`src/rtl/if_fetch_stage.sv`:
```
// Instruction fetch stage: PC register, instruction-memory addressing and a 2-entry fetch queue.
// Optional FETCH_MISALIGN_TRAP_EN makes a misaligned redirect set a sticky error and halt fetch.
module if_fetch_stage #(
  parameter logic [31:0] RESET_PC = 32'h0000_0000,
  parameter int unsigned IMEM_AW  = 6
) (
  input  logic               clk,
  input  logic               rst_n,
  input  logic               fetch_en,
  output logic [IMEM_AW-1:0] imem_addr,
  input  logic [31:0]        imem_data,
  input  logic               redirect_valid,
  input  logic [31:0]        redirect_pc,
  output logic               id_valid,
  input  logic               id_ready,
  output logic [31:0]        id_inst,
  output logic [31:0]        id_pc,
  output logic               misalign_err
);

  logic [31:0] pc_q;
  logic [31:0] ent_pc_q   [2];
  logic [31:0] ent_inst_q [2];
  logic        rd_ptr_q;
  logic        wr_ptr_q;
  logic [1:0]  count_q;
  logic        halted;
  logic [31:0] redirect_target;
  logic        pop;
  logic        push;

`ifdef FETCH_MISALIGN_TRAP_EN
  logic misaligned;
  logic err_q;

  assign misaligned      = redirect_valid && (redirect_pc[1:0] != 2'b00);
  assign redirect_target = misaligned ? redirect_pc : {redirect_pc[31:2], 2'b00};

  // Sticky until reset; an aligned redirect afterwards does not clear it.
  always_ff @(posedge clk or negedge rst_n) begin
    if (!rst_n) begin
      err_q <= 1'b0;
    end else if (misaligned) begin
      err_q <= 1'b1;
    end
  end

  assign halted       = err_q;
  assign misalign_err = err_q;
`else
  logic unused_redirect_lsbs;

  assign unused_redirect_lsbs = ^redirect_pc[1:0];
  assign redirect_target      = {redirect_pc[31:2], 2'b00};
  assign halted               = 1'b0;
  assign misalign_err         = 1'b0;
`endif

  assign imem_addr = pc_q[IMEM_AW+1:2];
  assign id_valid  = (count_q != 2'd0);
  assign id_inst   = ent_inst_q[rd_ptr_q];
  assign id_pc     = ent_pc_q[rd_ptr_q];

  assign pop  = id_valid && id_ready;
  // Gated on the registered count only: a full queue never accepts a push, even with a pop.
  assign push = fetch_en && (count_q < 2'd2) && !redirect_valid && !halted;

  always_ff @(posedge clk or negedge rst_n) begin
    if (!rst_n) begin
      pc_q     <= RESET_PC;
      rd_ptr_q <= 1'b0;
      wr_ptr_q <= 1'b0;
      count_q  <= 2'd0;
      for (int i = 0; i < 2; i++) begin
        ent_pc_q[i]   <= 32'h0;
        ent_inst_q[i] <= 32'h0;
      end
    end else if (redirect_valid) begin
      pc_q     <= redirect_target;
      rd_ptr_q <= 1'b0;
      wr_ptr_q <= 1'b0;
      count_q  <= 2'd0;
    end else begin
      if (push) begin
        ent_pc_q[wr_ptr_q]   <= pc_q;
        ent_inst_q[wr_ptr_q] <= imem_data;
        wr_ptr_q             <= ~wr_ptr_q;
        pc_q                 <= pc_q + 32'd4;
      end
      if (pop) begin
        rd_ptr_q <= ~rd_ptr_q;
      end
      if (push && !pop) begin
        count_q <= count_q + 2'd1;
      end else if (pop && !push) begin
        count_q <= count_q - 2'd1;
      end
    end
  end

endmodule

```
`config.mk`:
```
export PLATFORM = sky130hd
export DESIGN_NAME = if_fetch_stage
export DESIGN_NICKNAME = d
export VERILOG_FILES = /design/src/rtl/if_fetch_stage.sv
export SDC_FILE = /design/constraint.sdc
export NUM_CORES = 1
export LEC_CHECK = 0
export BUFFER_PORTS_ARGS = -buffer_cell sky130_fd_sc_hd__buf_2
export CAP_MARGIN = 20
export CORE_UTILIZATION = 35
export CTS_CLUSTER_DIAMETER = 60
export DETAILED_ROUTE_END_ITERATION = 16
export HOLD_SLACK_MARGIN = 0.02
export PLACE_DENSITY = 0.53
export SYNTH_ARGS = -nofsm -noshare
export SYNTH_HDL_FRONTEND = slang
export SYNTH_SLANG_ARGS = --single-unit
```
`constraint.sdc`:
```
create_clock -name clk -period 5.6 [get_ports clk]
set_input_delay 1.12 -clock clk [delete_from_list [all_inputs] [get_ports clk]]
set_output_delay 1.12 -clock clk [all_outputs]
set_load 0.02 [all_outputs]
```
# Word level (Yosys, flattened, before mapping)
# Index checks and enable logic that the tools add are counted.
# word_totals
reg_bits,164
in_bits,69
output_inout_bits,72
# op_classes
n_addsub,3
magnitude_cmp,4
mux,19
n_bitwise,5
reduce_logical,14
# op_table
operator,n
$mux 32,9
$bwmux 64,2
$add 32x3->32 const B,1
$demux 32 s1,1
$logic_and 1x1->1,6
$mux 2,3
$reduce_bool 2->1,3
$ge 2x2->1 const B,2
$mux 1,4
$not 1->2,2
$logic_not 1->1,3
$not 1->1,3
$reduce_bool 3->1,1
$add 2x1->2 const B,1
$lt 2x1->1 const B,1
$lt 2x2->1 const B,1
$reduce_and 2->1,1
$sub 2x1->2 const B,1

# Longest topological paths before layout
# depth
depth_word,8
ltp_mapped,7

# Worst setup path after synthesis
# OpenSTA, ideal clock, no wires.
# synth_timing
path_type,in2reg
from,input fetch_en
to,register pc_q[30]
t_arrival_ns,2.414
path_slack_ns,3.104
path_stages,4
path_buffers,0
path_cell_list,nand4b_1 -> or4_4 -> or4_1 -> a31oi_1
# synth_via
elab_chain_len,3
# synth_lines
item,line_no,rtl
"start, declared",9,"input logic fetch_en,"
$logic_and 1x1->1 (2 in series),66,assign push = fetch_en && (count_q < 2'd2) && !redirect_valid && !halted;
$reduce_bool 2->1 (no line),-,
"end signal, assigned",79,pc_q <= redirect_target;
"end signal, assigned",88,pc_q <= pc_q + 32'd4;
"end, declared",21,logic [31:0] pc_q;
# No other way between the ends.
# A chain may end at the register's enable or synchronous reset.

# Worst setup path in the final report
# layout_timing
from,register rd_ptr_q
to,output id_inst[9]
# layout_via
elab_chain_len,4
# layout_lines
item,line_no,rtl
"start, declared",24,logic rd_ptr_q;
"start signal, assigned",91,rd_ptr_q <= ~rd_ptr_q;
$not 1->2 (implied by the code),61,assign id_inst = ent_inst_q[rd_ptr_q];
$mux 32 (implied by the code) (3 in series),61,
"end, declared",16,"output logic [31:0] id_inst,"
# No other way between the ends. The select of a mux whose other input is x is not followed.

==> flow_metrics.env <==
export IMPL_fin_crit_sh=0.6525
export IMPL_rr_endpoint="ent_pc_q[54]$_DFFE_PN0P_"
export IMPL_holdWs_ns=0.5004
export IMPL_synth_largest_area_cell="dfrtp_1"
export IMPL_crit_type="flip-flop to primary output"
export IMPL_drv_cap=0
export IMPL_synth_seq_area_share=0.5383
export IMPL_cpPeakStageDelay_ns=1.05
export IMPL_start_util=0.3595
export IMPL_hold_viol_final=0
export IMPL_hpwlAfterDp_um=10860
export IMPL_netlist_area_leader_share=0.5383
export IMPL_status="completed"
export IMPL_place_inst=934
export IMPL_synth_seq_cells=158
export IMPL_skew_ns=0.008117
export IMPL_instances_no_fill=965
export IMPL_gp_congestion=0.7626
export IMPL_num_rows=52
export IMPL_hold_path_class="input pin to asynchronous set/reset pin"
export IMPL_crit_start="rd_ptr_q$_DFFE_PN0P_"
export IMPL_setup_violations_final=0
export IMPL_vdd_ir_drop_max_mv=0.2169
export IMPL_dieArea_um2=21570
export IMPL_cts_tree="yes"
export IMPL_regToRegSetupSlack_ns=2.47
export IMPL_synth_top_cells_by_count="mux2_2, dfrtp_1, o21ai_0, nand2_1, nor2_1"
export IMPL_cp_endpoint="id_inst[9]"
export IMPL_hold_buffers=0
export IMPL_r2r_start="count_q[1]$_DFFE_PN0P_"
export IMPL_slew_headroom=0.3075
export IMPL_route_detailed_drc=0
export IMPL_tightest_slew_ns=1.039
export IMPL_wire_per_inst_um=16.89
export IMPL_h_tree_depth=4
export IMPL_postCtsResizedCells=0
export IMPL_maxSlewViolCount=0
export IMPL_p_per_area_nw_per_um2=427.2
export IMPL_cts_buffer_depth=2
export IMPL_reg2reg_depth=5
export IMPL_p_leak_nw=3.750
export IMPL_critPathBufInv=2
export IMPL_dr_pass1_iters=4
export IMPL_dieWidth_um=146.9
export IMPL_yosysUniqueCellTypes=39
export IMPL_post_cts_buffers=0
export IMPL_nets=754
export IMPL_tns_ns=0
export IMPL_required_ns=4.48
export IMPL_viasPerCell=5.084
export IMPL_areaGrowthSynthToFinish_pct=20.56
export IMPL_overflow=0
export IMPL_power_total_mw=3.783
export IMPL_numPortBuffers=135
export IMPL_async_flop_share=1.000
export IMPL_drtIter0Drc=145
export IMPL_crit_chain="buf_4 -> mux2_2 -> buf_2"
export IMPL_antenna_found_initial=1
export IMPL_clk_latency_ns=0.41
export IMPL_yosysMostFrequentCell="mux2_2"
export IMPL_setup_worst_path_start_class="flip-flop"
export IMPL_fin_crit_ns=3.654
export IMPL_drt_wl_total_um=16300
export IMPL_antenna_cells=0
export IMPL_synthTopCellsByArea="dfrtp_1, mux2_2, o21ai_0"
export IMPL_cts_buffers=17
export IMPL_grt_first_pass_wirelength_um=26900
export IMPL_vias=4906
export IMPL_layout_drive_gt1_share=0.5223
export IMPL_ant_nets=0
export IMPL_timing_fmax_mhz=273.7
export IMPL_path_depth=3
export IMPL_cts_root_buf="clkbuf_16"
export IMPL_avgSynthCellArea_um2=12.91
export IMPL_synthFlopType="dfrtp_1"
export IMPL_netlist_instances=569
export IMPL_yosys_warnings=0
export IMPL_syn_cell_area_um2=7345
export IMPL_die_h_um=146.9
export IMPL_grt_max_degree=111
export IMPL_worst_slack_ns=1.946
export IMPL_slowest_stage="dfrtp_2"
export IMPL_dp_slack_ns=1.457
export IMPL_clkSinkCount=158
export IMPL_fp_coreArea_um2=20430
export IMPL_critPathArrivalTime_ns=2.53
export IMPL_end_kind="primary output"
export IMPL_num_io_pins=141
export IMPL_synth_edf_count=0
export IMPL_critPathMaxFanout=39
export IMPL_crit_family="flip-flops"
export IMPL_track_usage=0.1596
export IMPL_clkTransAtPathRegs_ns=0.06
export IMPL_grt_pass1_vias=5105
export IMPL_rsz0062_at_grt="no"
==> routing by layer <==
metal | vias to the layer above | global-route usage | part of all wire
li1 | 2280 | - | -
met1 | 2478 | 0.2102 | 0.46
met2 | 131 | 0.2581 | 0.49
met3 | 15 | 0.03727 | 0.044
met4 | 2 | 0.05313 | 0.010
met5 | - | 0 | 0.00080
==> cell type report <==
type,instances,area (um2)
Clock buffer,19,452.9
Multi-Input combinational cell,364,3168
Clock inverter,11,190.2
Tap cell,270,337.8
Fill cell,1914,11570
Sequential cell,158,3955
Timing Repair Buffer,140,739.5
Inverter,3,11.26
==> sequential cells by signal, summed over array words and instances, names as in the netlist <==
name	count
ent_inst_q	64
count_q	2
ent_pc_q	60
rd_ptr_q	1
pc_q	30
wr_ptr_q	1
==> per-stage QoR <==
step	instance area (um2)	util
floorplan	7352	-
global placement	8184	0.4006
detailed placement	8184	0.4006
CTS	8827	0.4321
global route	8855	0.4334
finish	8855	0.4334
==> kinds of logic (layout without fill, tap and decap cells) <==
family / after synthesis / after routing / share of synthesized area
AOI/OAI and AO/OA: 51 / 51 / 0.04072
xor gates and xnor gates: 15 / 15 / 0.01789
adders and majority gates: 1 / 1 / 0.001703
buffers and inverters: 49 / 173 / 0.03254
DFF: 158 / 158 / 0.5383
muxes: 187 / 187 / 0.2865
other: 1 / 3 / 0.0005106
and+or+nand+nor: 107 / 107 / 0.08177
==> where the power goes <==
group	internal (mW)	switching [mW]	total [mW]
clock network	0.809	0.451	1.26
logic	0.464	0.441	0.905
registers	1.44	0.179	1.62
total	2.71	1.07	3.78
==> placed cells by master (no fill, tap or decap), types with 4 or more instances in the layout <==
cell / count
dfrtp_1: 157
mux2_2: 186
nor2b_1: 4
nand2_1: 20
nand4_1: 11
nand3_1: 13
or3_1: 9
and3_1: 4
or4_1: 9
clkbuf_16: 17
o21ai_0: 23
xnor2_1: 8
nor2_1: 19
a31oi_1: 16
bufinv_16: 5
buf_4: 4
o31ai_1: 8
buf_2: 134
xor2_1: 7
==> how the worst min path moves through the flow <==
stage | from | end | slack (ns) | depth (start not counted)
after floorplan | ent_inst_q[0]$_DFFE_PN0P_ | ent_inst_q[0]$_DFFE_PN0P_ | 0.47 | 1
after global routing | rst_n | ent_inst_q[35]$_DFFE_PN0P_ | 0.48 | 1
final | rst_n | ent_inst_q[35]$_DFFE_PN0P_ | 0.50 | 1
after detailed placement | ent_inst_q[9]$_DFFE_PN0P_ | ent_inst_q[9]$_DFFE_PN0P_ | 0.49 | 1
after CTS | ent_pc_q[28]$_DFFE_PN0P_ | ent_pc_q[28]$_DFFE_PN0P_ | 0.50 | 1
after global placement | ent_pc_q[13]$_DFFE_PN0P_ | ent_pc_q[13]$_DFFE_PN0P_ | 0.48 | 1
No activity file was read; power rests on OpenSTA's default activity.
